### config.mk
export PLATFORM = sky130hd
export DESIGN_NAME = psk_tx_core
export DESIGN_NICKNAME = d
export VERILOG_FILES = /design/src/rtl/psk_pkg.sv /design/src/rtl/psk_tx_core_sine_lut.sv /design/src/rtl/psk_tx_core.sv
export SDC_FILE = /design/constraint.sdc
export NUM_CORES = 1
export LEC_CHECK = 0
export CAP_MARGIN = 20
export CORE_MARGIN = 2
export CORE_UTILIZATION = 35
export CTS_CLUSTER_SIZE = 24
export DETAILED_ROUTE_END_ITERATION = 6
export GPL_ROUTABILITY_DRIVEN = 1
export SLEW_MARGIN = 20
export SYNTH_ARGS = -nofsm -noshare
export SYNTH_HDL_FRONTEND = slang
export SYNTH_SLANG_ARGS = --single-unit
### constraint.sdc
create_clock -name clk -period 4.1 [get_ports clk]
set_clock_uncertainty 0.05 [all_clocks]
set_input_delay 1.025 -clock clk [delete_from_list [all_inputs] [get_ports clk]]
set_output_delay 1.025 -clock clk [all_outputs]
set_load 0.05 [all_outputs]
### src/rtl/psk_pkg.sv
// Shared types, quadrant constants and helpers for the PSK transmit core.
package psk_pkg;

    // Modulation selected per byte (sampled when the byte is loaded).
    typedef enum logic {
        MODE_BPSK = 1'b0,
        MODE_QPSK = 1'b1
    } psk_mode_e;

    // Transmit sequencer states.
    typedef enum logic {
        ST_IDLE   = 1'b0,
        ST_ACTIVE = 1'b1
    } psk_state_e;

    // Carrier phase quadrants; the offset into the sine table is quadrant * (table size / 4).
    localparam logic [1:0] QUAD_0   = 2'd0;
    localparam logic [1:0] QUAD_90  = 2'd1;
    localparam logic [1:0] QUAD_180 = 2'd2;
    localparam logic [1:0] QUAD_270 = 2'd3;

    // Symbols carried by one byte in each mode.
    localparam int BPSK_SYMBOLS = 8;
    localparam int QPSK_SYMBOLS = 4;

    // Mid-scale code of an unsigned offset-binary DAC of the given width.
    function automatic int unsigned mid_scale(input int unsigned width);
        return 32'd1 << (width - 1);
    endfunction

    // Gray-coded dibit to quadrant: 00->0, 01->90, 11->180, 10->270 degrees.
    function automatic logic [1:0] qpsk_gray(input logic [1:0] dibit);
        logic [1:0] quad;
        case (dibit)
            2'b00:   quad = QUAD_0;
            2'b01:   quad = QUAD_90;
            2'b11:   quad = QUAD_180;
            default: quad = QUAD_270;
        endcase
        return quad;
    endfunction

endpackage

### src/rtl/psk_tx_core_sine_lut.sv
// Registered sine ROM: one full carrier period, offset-binary around mid-scale.
// The table contents are computed at elaboration time from a Taylor series.
module psk_sine_lut
    import psk_pkg::*;
#(
    parameter int DATA_WIDTH = 12,
    parameter int ADDR_BITS  = 6
) (
    input  logic                  clk,
    input  logic                  rst_n,
    input  logic                  rd_en,
    input  logic                  clr,
    input  logic [ADDR_BITS-1:0]  addr,
    output logic [DATA_WIDTH-1:0] data
);

    localparam int DEPTH = 1 << ADDR_BITS;
    localparam logic [DATA_WIDTH-1:0] MID = DATA_WIDTH'(mid_scale(DATA_WIDTH));

    // MID + round((MID-1) * sin(2*pi*k/DEPTH)), rounding half away from zero.
    function automatic logic [DATA_WIDTH-1:0] sine_entry(input int k);
        real pi_c;
        real x;
        real term;
        real sum;
        real scaled;
        int  mid_i;
        int  rounded;
        pi_c  = 3.14159265358979323846;
        mid_i = int'(mid_scale(DATA_WIDTH));
        x     = 2.0 * pi_c * real'(k) / real'(DEPTH);
        // Fold into [-pi, pi] so the series converges quickly.
        if (x > pi_c) begin
            x = x - 2.0 * pi_c;
        end
        term = x;
        sum  = x;
        for (int n = 1; n < 24; n++) begin
            term = -term * x * x / real'((2 * n) * (2 * n + 1));
            sum  = sum + term;
        end
        scaled = real'(mid_i - 1) * sum;
        if (scaled >= 0.0) begin
            rounded = $rtoi(scaled + 0.5);
        end else begin
            rounded = -$rtoi(0.5 - scaled);
        end
        return DATA_WIDTH'(mid_i + rounded);
    endfunction

    logic [DATA_WIDTH-1:0] rom [DEPTH];
    logic [DATA_WIDTH-1:0] data_reg;

    for (genvar gi = 0; gi < DEPTH; gi++) begin : g_rom
        localparam logic [DATA_WIDTH-1:0] ENTRY = sine_entry(gi);
        assign rom[gi] = ENTRY;
    end

    // Registered read; clr parks the output at mid-scale when no sample is being produced.
    always_ff @(posedge clk or negedge rst_n) begin
        if (!rst_n) begin
            data_reg <= MID;
        end else if (rd_en) begin
            data_reg <= rom[addr];
        end else if (clr) begin
            data_reg <= MID;
        end
    end

    assign data = data_reg;

endmodule

### src/rtl/psk_tx_core.sv
// PSK transmit core: byte FIFO, BPSK/QPSK symbol sequencer, phase accumulator and sine-LUT carrier.
module psk_tx_core
    import psk_pkg::*;
#(
    parameter int DATA_WIDTH         = 12,
    parameter int FIFO_DEPTH         = 16,
    parameter int CLKS_PER_SAMPLE    = 4,
    parameter int SAMPLES_PER_SYMBOL = 8,
    parameter int LUT_ADDR_BITS      = 6,
    parameter int CARRIER_STEP       = 8
) (
    input  logic                               clk,
    input  logic                               rst_n,
    input  logic [7:0]                         s_data,
    input  logic                               s_valid,
    output logic                               s_ready,
    input  logic                               mode,
    input  logic                               enable,
    output logic [DATA_WIDTH-1:0]              sample,
    output logic                               sample_valid,
    output logic                               symbol_strobe,
    output logic                               busy,
    output logic [$clog2(FIFO_DEPTH+1)-1:0]    fifo_level
);

    localparam int LEVEL_W = $clog2(FIFO_DEPTH + 1);
    localparam int PTR_W   = $clog2(FIFO_DEPTH);
    localparam int TICK_W  = $clog2(CLKS_PER_SAMPLE);
    localparam int SPS_W   = $clog2(SAMPLES_PER_SYMBOL);

    localparam logic [TICK_W-1:0]        TICK_MAX  = TICK_W'(CLKS_PER_SAMPLE - 1);
    localparam logic [SPS_W-1:0]         SAMP_MAX  = SPS_W'(SAMPLES_PER_SYMBOL - 1);
    localparam logic [LUT_ADDR_BITS-1:0] STEP      = LUT_ADDR_BITS'(CARRIER_STEP);
    localparam logic [2:0]               BPSK_LAST = 3'(BPSK_SYMBOLS - 1);
    localparam logic [2:0]               QPSK_LAST = 3'(QPSK_SYMBOLS - 1);

    // ------------------------------------------------------------------
    // Sample tick generator
    // ------------------------------------------------------------------
    logic [TICK_W-1:0] tick_cnt_reg;
    logic              tick;

    assign tick = (tick_cnt_reg == TICK_MAX);

    // Free-running divider; the tick is the last count of each sample period.
    always_ff @(posedge clk or negedge rst_n) begin
        if (!rst_n) begin
            tick_cnt_reg <= '0;
        end else if (tick) begin
            tick_cnt_reg <= '0;
        end else begin
            tick_cnt_reg <= tick_cnt_reg + 1'b1;
        end
    end

    // ------------------------------------------------------------------
    // Byte FIFO (first-word-fall-through)
    // ------------------------------------------------------------------
    logic [7:0]         fifo_mem [FIFO_DEPTH];
    logic [PTR_W-1:0]   wr_ptr_reg;
    logic [PTR_W-1:0]   rd_ptr_reg;
    logic [LEVEL_W-1:0] level_reg;
    logic               push;
    logic               pop;
    logic               has_byte;
    logic [7:0]         fifo_head;

    assign s_ready    = (level_reg != LEVEL_W'(FIFO_DEPTH));
    assign push       = s_valid & s_ready;
    assign has_byte   = (level_reg != '0);
    assign fifo_head  = fifo_mem[rd_ptr_reg];
    assign fifo_level = level_reg;

    // Storage array carries no reset; validity is tracked by the pointers.
    always_ff @(posedge clk) begin
        if (push) begin
            fifo_mem[wr_ptr_reg] <= s_data;
        end
    end

    // Pointer and occupancy bookkeeping; push and pop together leave the level unchanged.
    always_ff @(posedge clk or negedge rst_n) begin
        if (!rst_n) begin
            wr_ptr_reg <= '0;
            rd_ptr_reg <= '0;
            level_reg  <= '0;
        end else begin
            if (push) begin
                wr_ptr_reg <= wr_ptr_reg + 1'b1;
            end
            if (pop) begin
                rd_ptr_reg <= rd_ptr_reg + 1'b1;
            end
            case ({push, pop})
                2'b10:   level_reg <= level_reg + 1'b1;
                2'b01:   level_reg <= level_reg - 1'b1;
                default: level_reg <= level_reg;
            endcase
        end
    end

    // ------------------------------------------------------------------
    // Symbol sequencer
    // ------------------------------------------------------------------
    psk_state_e               state_reg, state_next;
    logic [7:0]               byte_reg, byte_next;
    psk_mode_e                mode_reg, mode_next;
    logic [2:0]               sym_idx_reg, sym_idx_next;
    logic [SPS_W-1:0]         samp_cnt_reg, samp_cnt_next;
    logic [LUT_ADDR_BITS-1:0] acc_reg, acc_next;
    logic                     sample_valid_reg;
    logic                     symbol_strobe_reg;
    logic                     emit;
    logic                     lut_clr;
    logic                     last_sample;
    logic                     last_symbol;
    logic [1:0]               quadrant;
    logic [LUT_ADDR_BITS-1:0] offset;
    logic [LUT_ADDR_BITS-1:0] lut_addr;

    assign last_sample = (samp_cnt_reg == SAMP_MAX);
    assign last_symbol = (mode_reg == MODE_QPSK) ? (sym_idx_reg == QPSK_LAST)
                                                 : (sym_idx_reg == BPSK_LAST);

    // Phase quadrant of the current symbol; bytes are sent LSB first.
    always_comb begin
        quadrant = QUAD_0;
        if (mode_reg == MODE_QPSK) begin
            quadrant = qpsk_gray(byte_reg[{sym_idx_reg[1:0], 1'b0} +: 2]);
        end else begin
            quadrant = byte_reg[sym_idx_reg] ? QUAD_180 : QUAD_0;
        end
    end

    assign offset   = LUT_ADDR_BITS'(quadrant) << (LUT_ADDR_BITS - 2);
    assign lut_addr = acc_reg + offset;

    // State, byte and position registers of the sequencer.
    always_ff @(posedge clk or negedge rst_n) begin
        if (!rst_n) begin
            state_reg    <= ST_IDLE;
            byte_reg     <= '0;
            mode_reg     <= MODE_BPSK;
            sym_idx_reg  <= '0;
            samp_cnt_reg <= '0;
            acc_reg      <= '0;
        end else begin
            state_reg    <= state_next;
            byte_reg     <= byte_next;
            mode_reg     <= mode_next;
            sym_idx_reg  <= sym_idx_next;
            samp_cnt_reg <= samp_cnt_next;
            acc_reg      <= acc_next;
        end
    end

    // Next-state logic: loads bytes on ticks, steps samples and symbols, chains bytes without a gap.
    always_comb begin
        state_next    = state_reg;
        byte_next     = byte_reg;
        mode_next     = mode_reg;
        sym_idx_next  = sym_idx_reg;
        samp_cnt_next = samp_cnt_reg;
        acc_next      = acc_reg;
        pop           = 1'b0;
        emit          = 1'b0;
        lut_clr       = 1'b0;
        case (state_reg)
            ST_IDLE: begin
                if (tick) begin
                    lut_clr = 1'b1;
                    if (enable && has_byte) begin
                        pop           = 1'b1;
                        byte_next     = fifo_head;
                        mode_next     = psk_mode_e'(mode);
                        sym_idx_next  = '0;
                        samp_cnt_next = '0;
                        acc_next      = '0;
                        state_next    = ST_ACTIVE;
                    end
                end
            end
            ST_ACTIVE: begin
                if (tick) begin
                    emit     = 1'b1;
                    acc_next = acc_reg + STEP;
                    if (last_sample) begin
                        samp_cnt_next = '0;
                        if (last_symbol) begin
                            // Chain straight into the next byte; the carrier phase keeps running.
                            if (enable && has_byte) begin
                                pop          = 1'b1;
                                byte_next    = fifo_head;
                                mode_next    = psk_mode_e'(mode);
                                sym_idx_next = '0;
                            end else begin
                                state_next = ST_IDLE;
                            end
                        end else begin
                            sym_idx_next = sym_idx_reg + 1'b1;
                        end
                    end else begin
                        samp_cnt_next = samp_cnt_reg + 1'b1;
                    end
                end
            end
            default: begin
                state_next = ST_IDLE;
            end
        endcase
    end

    // Output pulses aligned with the registered LUT read.
    always_ff @(posedge clk or negedge rst_n) begin
        if (!rst_n) begin
            sample_valid_reg  <= 1'b0;
            symbol_strobe_reg <= 1'b0;
        end else begin
            sample_valid_reg  <= emit;
            symbol_strobe_reg <= emit && (samp_cnt_reg == '0);
        end
    end

    psk_sine_lut #(
        .DATA_WIDTH (DATA_WIDTH),
        .ADDR_BITS  (LUT_ADDR_BITS)
    ) u_lut (
        .clk   (clk),
        .rst_n (rst_n),
        .rd_en (emit),
        .clr   (lut_clr),
        .addr  (lut_addr),
        .data  (sample)
    );

    assign sample_valid  = sample_valid_reg;
    assign symbol_strobe = symbol_strobe_reg;
    assign busy          = (state_reg == ST_ACTIVE);

endmodule

==> impl_metrics.toml, run 1 <==
[yosys]
synth.area.top_cells = "sky130_fd_sc_hd__edfxtp_1, sky130_fd_sc_hd__dfrtp_1, sky130_fd_sc_hd__mux4_2"
syn-mean-instance-area_sq_um = 17.0
synth.cell_area_sq_mm = 0.00726
yosysTopAreaCellShare_pct = 52.9
synthDominantAreaCellType = "sky130_fd_sc_hd__edfxtp_1"
yosysWarningCount = 0
netlist-cell-type-count = 47
fraction_of_synthesized_cell_area_in_xor_and_xnor_cells_pct = 1.91
dominant_combinational_cell_family_by_area_after_synthesis = "multiplexers"
synth.area.mux_share_pct = 13.1
synth_compound_gate_area_share_pct = 5.08
yosys.area_share.adder_pct = 3.38
simple_gate_area_share_of_the_yosys_netlist_pct = 4.72
synth_nets = 459
yosysSeqAreaShare_pct = 69.1
syn_inst = 427
postSynthRegisterBits = 175

[routing]
detail-route-antenna-nets = 0
dr.first_iter.drc_count = 248
avgViaCountPerCell = 5.07
drc = 0
route.vias.total = 3796
finalWirelength_microns = 14100
first_pass_iters = 5
wl_per_cell_microns = 18.9

[global_route]
grt_start_max_net_pins = 36
first_pass_grt_wire_length_microns = 22700
grt_overflow_total = 0
via_count_of_the_first_global_routing_pass = 4010
met1_usage_pct = 18.9
antenna_found_initial = 0
use_met2_pct = 22.6
groute.usage.overall_pct = 13.9
global_route.usage.met3_pct = 3.16
grt-busiest-layer = "met2"

[die]
die_x_microns = 148
placement_rows = 52
floorplan.io_pins = 34
floorplan.core_area_sq_mm = 0.0203
fp.dieArea_sq_mm = 0.0219
initial_standard_cell_utilization_of_the_core_pct = 35.8
die_height_microns = 148

[cts]
clock_insertion_delay_at_the_later_pin_of_the_skew_report_ns = 0.43
ctsResizeCount = 0
clock_sink_count = 175
cts_hold_buffers = 0
clk_root_buffer_cell = "sky130_fd_sc_hd__clkbuf_16"
tritoncts = "done"
max-clock-path-buffers = 2
cts_post_setup_buffers_inserted = 0
total_clock_buffers_created_by_cts = 17
h-tree-depth = 4
clkSlewWorstSetupHoldPaths_ns = 0.06

[final_layout]
largest_reg_flops = 128
final_layout_size_suffix_gt1_share_pct = 19.6
layoutNonFillerInstCount = 749
final_common_cell = "sky130_fd_sc_hd__edfxtp_1"
multi_input_comb_area_sq_mm = 0.00205
flow.area_growth_from_synthesis_pct = 16.2
seqCellArea_sq_mm = 0.00502
final_cell_mix = "sky130_fd_sc_hd__edfxtp_1, sky130_fd_sc_hd__dfrtp_1, sky130_fd_sc_hd__mux4_2"
nNetsFinal = 498
num-fill-cells = 1840
diodes = 0

[timing]
report.final.setup_viol = 0
period_minus_slack_ns = 3.08
fin_tns_setup_ns = 0
grt_setup_unrepaired = "no"
final_max_slew_viol_count = 0
achievable_clock_frequency_mhz = 324
min_period_over_period_pct = 75.2
report.final.hold_viol_count = 0
worst_pin_slew_ns = 0.877
worst_slack_ns = 1.02
slew-limit-headroom_pct = 41.5

[power]
powerDensity_mw_per_mm2 = 698
irDropWorstVdd_v = 0.000316
sum_of_internal_switching_and_leakage_power_uw = 5890
static-leakage-power_uw = 0.00300

[placement]
port-buffer-count = 33
hpwl_microns = 9220
numPlacedInstances = 717
place_ws_ns = 0.613
gp_routability_congestion = 0.766

[outcome]
outcome = "completed"

[setup_path]
crit_required_ns = 3.02
timing.critical_path.arrival_ns = 2.01
end_kind = "output pin"
cp-start-kind = "flip-flop"
crit_type = "reg2out"
maximum_fanout_count_along_the_critical_path = 6

[job]
maxCapViolations = 0

[min_path]
hp-class = "reg2reg"
==> final timing paths <==
check / slack, ns / endpoint / cells after the start / from
max in group asynchronous: 2.69 / u_lut.data[11]$_DFFE_PN1P_ / 2 / rst_n
setup / recovery: 1.02 / s_ready / 3 / fifo_level[0]$_DFFE_PN0P_
setup reg to reg: 1.03 / u_lut.data[1]$_DFFE_PN0P_ / 8 / sym_idx_reg[0]$_DFFE_PN0P_
hold reg to reg: 0.38 / tick_cnt_reg[0]$_DFF_PN0_ / 1 / tick_cnt_reg[0]$_DFF_PN0_
min in group asynchronous: 0.55 / u_lut.data[5]$_DFFE_PN0P_ / 1 / rst_n
hold / removal: 0.38 / tick_cnt_reg[0]$_DFF_PN0_ / 1 / tick_cnt_reg[0]$_DFF_PN0_
==> kinds of logic (layout without fill, tap and decap cells) <==
logic type / Yosys count / after routing
flip-flops: 175 / 175
AND/OR/NAND/NOR: 71 / 71
multiplexers: 51 / 51
AO/OA/AOI/OAI: 55 / 55
buffers and inverters: 41 / 93
adder cells (fa/ha/maj): 19 / 19
XOR/XNOR: 15 / 15
==> synthesized netlist by cell type (all sizes together) <==
cell,instances
edfxtp,128
dfrtp,46
mux4,34
nand2,29
inv,19
nor2,19
o21ai,19
ha,18
a22oi,17
buf,13
mux2,12
xnor2,10
clkbuf,9
mux2i,5
xor2,5
a21oi,4
nor2b,4
nor3,4
o22ai,4
a22o,3
nand3,3
a21o,2
and2,2
nand2b,2
nand4,2
nor3b,2
o21a,2
dfstp,1
fa,1
nand4b,1
nor4,1
o211ai,1
o221ai,1
o31ai,1
o41ai,1
or3,1
or4,1
==> metal layers <==
layer | routed length [microns] | part of all wire (%)
met1 | 6340 | 45
met2 | 7010 | 50
met3 | 620 | 4.4
met4 | 160 | 1.1
met5 | 0 | 0
==> worst max-delay path, cell delays in order (launching register included) <==
cell and delay (ns):
sky130_fd_sc_hd__dfrtp_1 0.47, sky130_fd_sc_hd__nor4_1 0.31, sky130_fd_sc_hd__nand2_1 0.09, sky130_fd_sc_hd__clkdlybuf4s50_1 0.70
==> report_power, final <==
group	switching [uW]	total [uW]	internal (uW)	leakage [uW]
logic	961	1780	822	0.000997
clock network	697	1550	851	0.000273
registers	334	2560	2220	0.00173
total	1990	5890	3900	0.00300
==> per-stage QoR <==
stage	area (sq um)	utilization [%]	hold slack, ns
3_3_place_gp	7880	38.8	0.364
4_1_cts	8440	41.6	0.378
3_5_place_dp	7880	38.8	0.369
5_1_grt	8440	41.6	0.413
6_report	8440	41.6	0.375
2_1_floorplan	7260	-	0.353
==> layout make-up <==
| class | instances | area share [%] |
|---|---|---|
| clock buffers | 19 | 5.13 |
| well taps | 270 | 4.00 |
| clock inverters | 13 | 1.51 |
| flip-flops and latches | 175 | 59.5 |
| multi-input cells | 211 | 24.3 |
| repair buffers | 42 | 4.66 |
| inverters | 19 | 0.845 |
(Power assumes the default switching activity.)
==> run 2, diff against run 1 <==
==> constraint.sdc (replaced) <==
create_clock -name clk -period 3.2 [get_ports clk]
set_clock_uncertainty 0.05 [all_clocks]
set_input_delay 0.8 -clock clk [delete_from_list [all_inputs] [get_ports clk]]
set_output_delay 0.8 -clock clk [all_outputs]
set_load 0.05 [all_outputs]
==> run 2 against run 1 <==
  * Non-clock buffer count up 17
  * Hold slack worse by 0.11 ns
  * Power up 31%
  * Sequential cell count unchanged
  * Count of clock-buffer cells in the layout down 2
  * Worst setup slack worse by 0.72 ns
  * Sequential share of layout area down 1.2 points
  * Cell count up 2.3%
  * Critical path depth up 7
  * Via count up 1.6%
  * Combinational power up 40%
==> impl_metrics.toml, run 2 (synthesis results as in run 1) <==
[die]
initial_standard_cell_utilization_of_the_core_pct = 35.8
floorplan.core_area_sq_mm = 0.0203
die_x_microns = 148
placement_rows = 52
floorplan.io_pins = 34
fp.dieArea_sq_mm = 0.0219
die_height_microns = 148

[job]
maxCapViolations = 0

[global_route]
grt_start_max_net_pins = 36
antenna_found_initial = 0
groute.usage.overall_pct = 14.1
first_pass_grt_wire_length_microns = 23100
via_count_of_the_first_global_routing_pass = 4099
grt_overflow_total = 0

[cts]
ctsResizeCount = 0
clkSlewWorstSetupHoldPaths_ns = 0.07
cts_post_setup_buffers_inserted = 0
max-clock-path-buffers = 2
total_clock_buffers_created_by_cts = 17
h-tree-depth = 4
clk_root_buffer_cell = "sky130_fd_sc_hd__clkbuf_16"
clock_sink_count = 175
cts_hold_buffers = 0
clock_insertion_delay_at_the_later_pin_of_the_skew_report_ns = 0.43
tritoncts = "done"

[outcome]
outcome = "completed"

[timing]
grt_setup_unrepaired = "no"
slew-limit-headroom_pct = 53.7
report.final.setup_viol = 0
achievable_clock_frequency_mhz = 344
min_period_over_period_pct = 90.9
final_max_slew_viol_count = 0
report.final.hold_viol_count = 0
worst_pin_slew_ns = 0.693
fin_tns_setup_ns = 0
period_minus_slack_ns = 2.91

[final_layout]
largest_reg_flops = 128
diodes = 0
final_core_utilization_pct = 42.5
flow.area_growth_from_synthesis_pct = 18.7
final_common_cell = "sky130_fd_sc_hd__edfxtp_1"
num-fill-cells = 1817
final_layout_size_suffix_gt1_share_pct = 22.8
nNetsFinal = 515
final_cell_mix = "sky130_fd_sc_hd__edfxtp_1, sky130_fd_sc_hd__dfrtp_1, sky130_fd_sc_hd__mux4_2"

[routing]
wl_per_cell_microns = 18.6
finalWirelength_microns = 14300
route.vias.total = 3856
dr.first_iter.drc_count = 319
detail-route-antenna-nets = 0
drc = 0
first_pass_iters = 4
avgViaCountPerCell = 5.03

[setup_path]
maximum_fanout_count_along_the_critical_path = 6
ff2ff_setup_slack_ns = 0.29
cpPeakStageDelay_ns = 0.56
crit_required_ns = 3.46
timing.critical_path.mode_cell = "sky130_fd_sc_hd__xor2_1"
rr_startpoint = "fifo_level[0]$_DFFE_PN0P_"
rr_worst_depth = 10
crit_type = "reg2reg"
critical-path-slowest-cell = "sky130_fd_sc_hd__or4_4"
cell_family_with_the_largest_share_of_critical_path_delay = "adder cells"
cp-startpoint = "fifo_level[0]$_DFFE_PN0P_"
timing.critical_path.depth = 10
critical_path_capture_point = "fifo_level[4]$_DFFE_PN0P_"
cp-start-kind = "flip-flop"
path_cells = "or4_4 -> o211ai_2 -> a21oi_2 -> ha_1 -> fa_1 -> a21o_1 -> a21oi_1 -> xor2_1 -> nor2_1 -> xor2_1"
timing.critical_path.arrival_ns = 3.17
crit_path_buf_inv_count = 0
end_kind = "flip-flop"
timing.rr.end = "fifo_level[4]$_DFFE_PN0P_"

[min_path]
hp-class = "in2async"

[power]
irDropWorstVdd_v = 0.000455
static-leakage-power_uw = 0.00311
powerDensity_mw_per_mm2 = 894

[placement]
hpwl_microns = 9220
port-buffer-count = 33
gp_routability_congestion = 0.797
[run 2: power by group]
group          internal [uW]  total [uW]  switching, uW
sequential              2850        3130            283
clock                   1120        2080            960
combinational           1110        2500           1390
[run 2: worst register-to-register path: stages, from the launching register on]
cell and delay [ns]:
sky130_fd_sc_hd__dfrtp_2 0.47, sky130_fd_sc_hd__or4_4 0.56, sky130_fd_sc_hd__o211ai_2 0.19, sky130_fd_sc_hd__a21oi_2 0.07
sky130_fd_sc_hd__ha_1 0.28, sky130_fd_sc_hd__fa_1 0.42, sky130_fd_sc_hd__a21o_1 0.20, sky130_fd_sc_hd__a21oi_1 0.17
sky130_fd_sc_hd__xor2_1 0.16, sky130_fd_sc_hd__nor2_1 0.07, sky130_fd_sc_hd__xor2_1 0.14
[run 2: area by class of cell]
cell class	count	area, sq um	area share [%]
Sequential cell	175	5020	58.3
Clock buffer	17	425	4.94
Multi-Input combinational cell	211	2050	23.8
Tap cell	270	338	3.92
Inverter	19	71.3	0.828
Clock inverter	15	175	2.03
Timing Repair Buffer	59	533	6.18
[run 2: how the worst min path moves through the flow]
| stage | endpoint | slack (ns) | cells after the start |
|---|---|---|---|
| final | u_lut.data[8]$_DFFE_PN0P_ | 0.27 | 1 |
| after global routing | u_lut.data[8]$_DFFE_PN0P_ | 0.28 | 1 |
| after CTS | u_lut.data[5]$_DFFE_PN0P_ | 0.27 | 1 |
| after detailed placement | tick_cnt_reg[0]$_DFF_PN0_ | 0.38 | 1 |
| after global placement | tick_cnt_reg[0]$_DFF_PN0_ | 0.36 | 1 |
| after floorplan | tick_cnt_reg[0]$_DFF_PN0_ | 0.35 | 1 |
[run 2: metrics by stage]
stage | area (sq um) | worst slack, ns | cells | hold slack [ns] | total power (uW)
2_1_floorplan | 7270 | 0.0116 | 427 | 0.353 | 4950
3_3_place_gp | 8020 | 0.156 | 734 | 0.364 | 5610
3_5_place_dp | 8020 | 0.136 | 734 | 0.375 | 5710
4_1_cts | 8620 | 0.293 | 766 | 0.265 | 7800
5_1_grt | 8620 | 0.130 | 766 | 0.283 | 8120
6_report | 8620 | 0.293 | 766 | 0.266 | 7710
[run 2: per-layer routing]
layer	track usage, %	up-vias	routed length (microns)
met3	3.77	11	686
li1	-	1752	-
met4	3.86	0	191
met5	0	-	0
met1	19.2	1991	6510
met2	22.5	102	6870
==> run 3, diff against run 2 <==
==> constraint.sdc (replaced) <==
create_clock -name clk -period 2.6 [get_ports clk]
set_clock_uncertainty 0.05 [all_clocks]
set_input_delay 0.65 -clock clk [delete_from_list [all_inputs] [get_ports clk]]
set_output_delay 0.65 -clock clk [all_outputs]
set_load 0.05 [all_outputs]
==> run 3 against run 2 <==
  * Cell count up 1.3%
  * Count of clock-buffer cells in the layout is 1 higher
  * Worst setup slack lost 0.27 ns
  * Sequential cell count stayed put
  * Maximum frequency increased by 13%
  * Critical path type unchanged
  * Largest cell class unchanged
  * Largest power group unchanged
  * Highest routed layer unchanged
==> impl_metrics.toml, run 3 (synthesis results as in run 1) <==
[setup_path]
rr_worst_depth = 10
crit_required_ns = 2.84
timing.critical_path.arrival_ns = 2.82
end_kind = "flip-flop"
crit_type = "reg2reg"
cp-start-kind = "flip-flop"
maximum_fanout_count_along_the_critical_path = 3
ff2ff_setup_slack_ns = 0.02

[final_layout]
nNetsFinal = 525
diodes = 0
largest_reg_flops = 128
final_cell_mix = "sky130_fd_sc_hd__edfxtp_1, sky130_fd_sc_hd__dfrtp_1, sky130_fd_sc_hd__buf_4"
final_layout_size_suffix_gt1_share_pct = 26.7
seqCellArea_sq_mm = 0.00503
multi_input_comb_area_sq_mm = 0.00211
layoutNonFillerInstCount = 776
num-fill-cells = 1812
final_common_cell = "sky130_fd_sc_hd__edfxtp_1"
flow.area_growth_from_synthesis_pct = 20.7

[cts]
h-tree-depth = 4
max-clock-path-buffers = 2
clk_root_buffer_cell = "sky130_fd_sc_hd__clkbuf_16"
tritoncts = "done"
clock_insertion_delay_at_the_later_pin_of_the_skew_report_ns = 0.42
clock_sink_count = 175
cts_hold_buffers = 0
total_clock_buffers_created_by_cts = 17
clkSlewWorstSetupHoldPaths_ns = 0.07

[placement]
place_ws_ns = -0.143
gp_routability_congestion = 0.744
numPlacedInstances = 743
port-buffer-count = 33
hpwl_microns = 9030

[timing]
grt_setup_unrepaired = "yes"
report.final.hold_viol_count = 0
fin_tns_setup_ns = 0
achievable_clock_frequency_mhz = 388
final_max_slew_viol_count = 0
worst_slack_ns = 0.0231
report.final.setup_viol = 0
period_minus_slack_ns = 2.58
worst_pin_slew_ns = 0.722
holdWs_ns = 0.139
min_period_over_period_pct = 99.1
slew-limit-headroom_pct = 51.8

[global_route]
groute.usage.overall_pct = 13.5
grt_start_max_net_pins = 36
first_pass_grt_wire_length_microns = 22200
use_met2_pct = 21.8
met1_usage_pct = 18.5
global_route.usage.met3_pct = 3.22
antenna_found_initial = 0
grt_overflow_total = 0
grt-busiest-layer = "met2"
via_count_of_the_first_global_routing_pass = 3970

[die]
initial_standard_cell_utilization_of_the_core_pct = 35.8
floorplan.core_area_sq_mm = 0.0203
placement_rows = 52
die_x_microns = 148
fp.dieArea_sq_mm = 0.0219
die_height_microns = 148
floorplan.io_pins = 34

[power]
static-leakage-power_uw = 0.00315
irDropWorstVdd_v = 0.000483
powerDensity_mw_per_mm2 = 1090

[routing]
first_pass_iters = 4
finalWirelength_microns = 13900
wl_per_cell_microns = 17.9
avgViaCountPerCell = 4.91
dr.first_iter.drc_count = 284
detail-route-antenna-nets = 0
drc = 0
route.vias.total = 3812

[outcome]
outcome = "completed"

[min_path]
hp-class = "in2async"

[job]
maxCapViolations = 0
-- run 3: layout make-up --
| type | count | area share (%) |
|---|---|---|
| clock buffers | 18 | 4.90 |
| clock inverters | 14 | 1.88 |
| inverters | 19 | 0.814 |
| multi-input cells | 211 | 24.1 |
| flip-flops and latches | 175 | 57.4 |
| well taps | 270 | 3.85 |
| repair buffers | 69 | 7.07 |
-- run 3: worst paths after layout --
check,startpoint,end
min in group clk,tick_cnt_reg[0]$_DFF_PN0_,tick_cnt_reg[0]$_DFF_PN0_
max,fifo_level[2]$_DFFE_PN0P_,fifo_level[4]$_DFFE_PN0P_
min,rst_n,acc_reg[5]$_DFFE_PN0P_
min reg2reg,tick_cnt_reg[0]$_DFF_PN0_,tick_cnt_reg[0]$_DFF_PN0_
max in group asynchronous,rst_n,u_lut.data[11]$_DFFE_PN1P_
max reg2reg,fifo_level[2]$_DFFE_PN0P_,fifo_level[4]$_DFFE_PN0P_
-- run 3: per-stage QoR --
stage | cell area, sq um | total power [uW] | utilization (%)
global placement | 8140 | 6990 | 40.1
detailed placement | 8140 | 7110 | 40.1
finish | 8760 | 9570 | 43.2
floorplan | 7300 | 6120 | -
CTS | 8730 | 9650 | 43.0
global route | 8760 | 10100 | 43.2
-- run 3: layer usage --
metal / routed length, microns / up-vias
li1: - / 1764
met1: 6170 / 1961
met2: 6910 / 79
met3: 669 / 8
met4: 122 / 0
met5: 0 / -
-- run 3: where the power goes --
group | total (uW) | switching, uW | leakage (uW) | internal, uW
clock | 2520 | 1140 | 0.000283 | 1380
combinational | 3220 | 1750 | 0.00114 | 1470
sequential | 3830 | 319 | 0.00173 | 3510
-- run 3: what timing repair did --
action / CTS / global route
setup endpoints to repair: 2 / 7
setup buffers: 0 / 1
pin swaps: 1 / 3
gates resized for setup: 1 / 5
-- run 3: worst max-delay path, stage by stage (launching register included) --
cell	delay, ns
sky130_fd_sc_hd__dfrtp_2	0.40
sky130_fd_sc_hd__or4_4	0.56
sky130_fd_sc_hd__o211ai_4	0.21
sky130_fd_sc_hd__a21oi_4	0.06
sky130_fd_sc_hd__ha_4	0.19
sky130_fd_sc_hd__fa_2	0.35
sky130_fd_sc_hd__a21o_1	0.17
sky130_fd_sc_hd__a21oi_2	0.12
sky130_fd_sc_hd__xor2_1	0.14
sky130_fd_sc_hd__nor2_1	0.06
sky130_fd_sc_hd__xor2_1	0.13
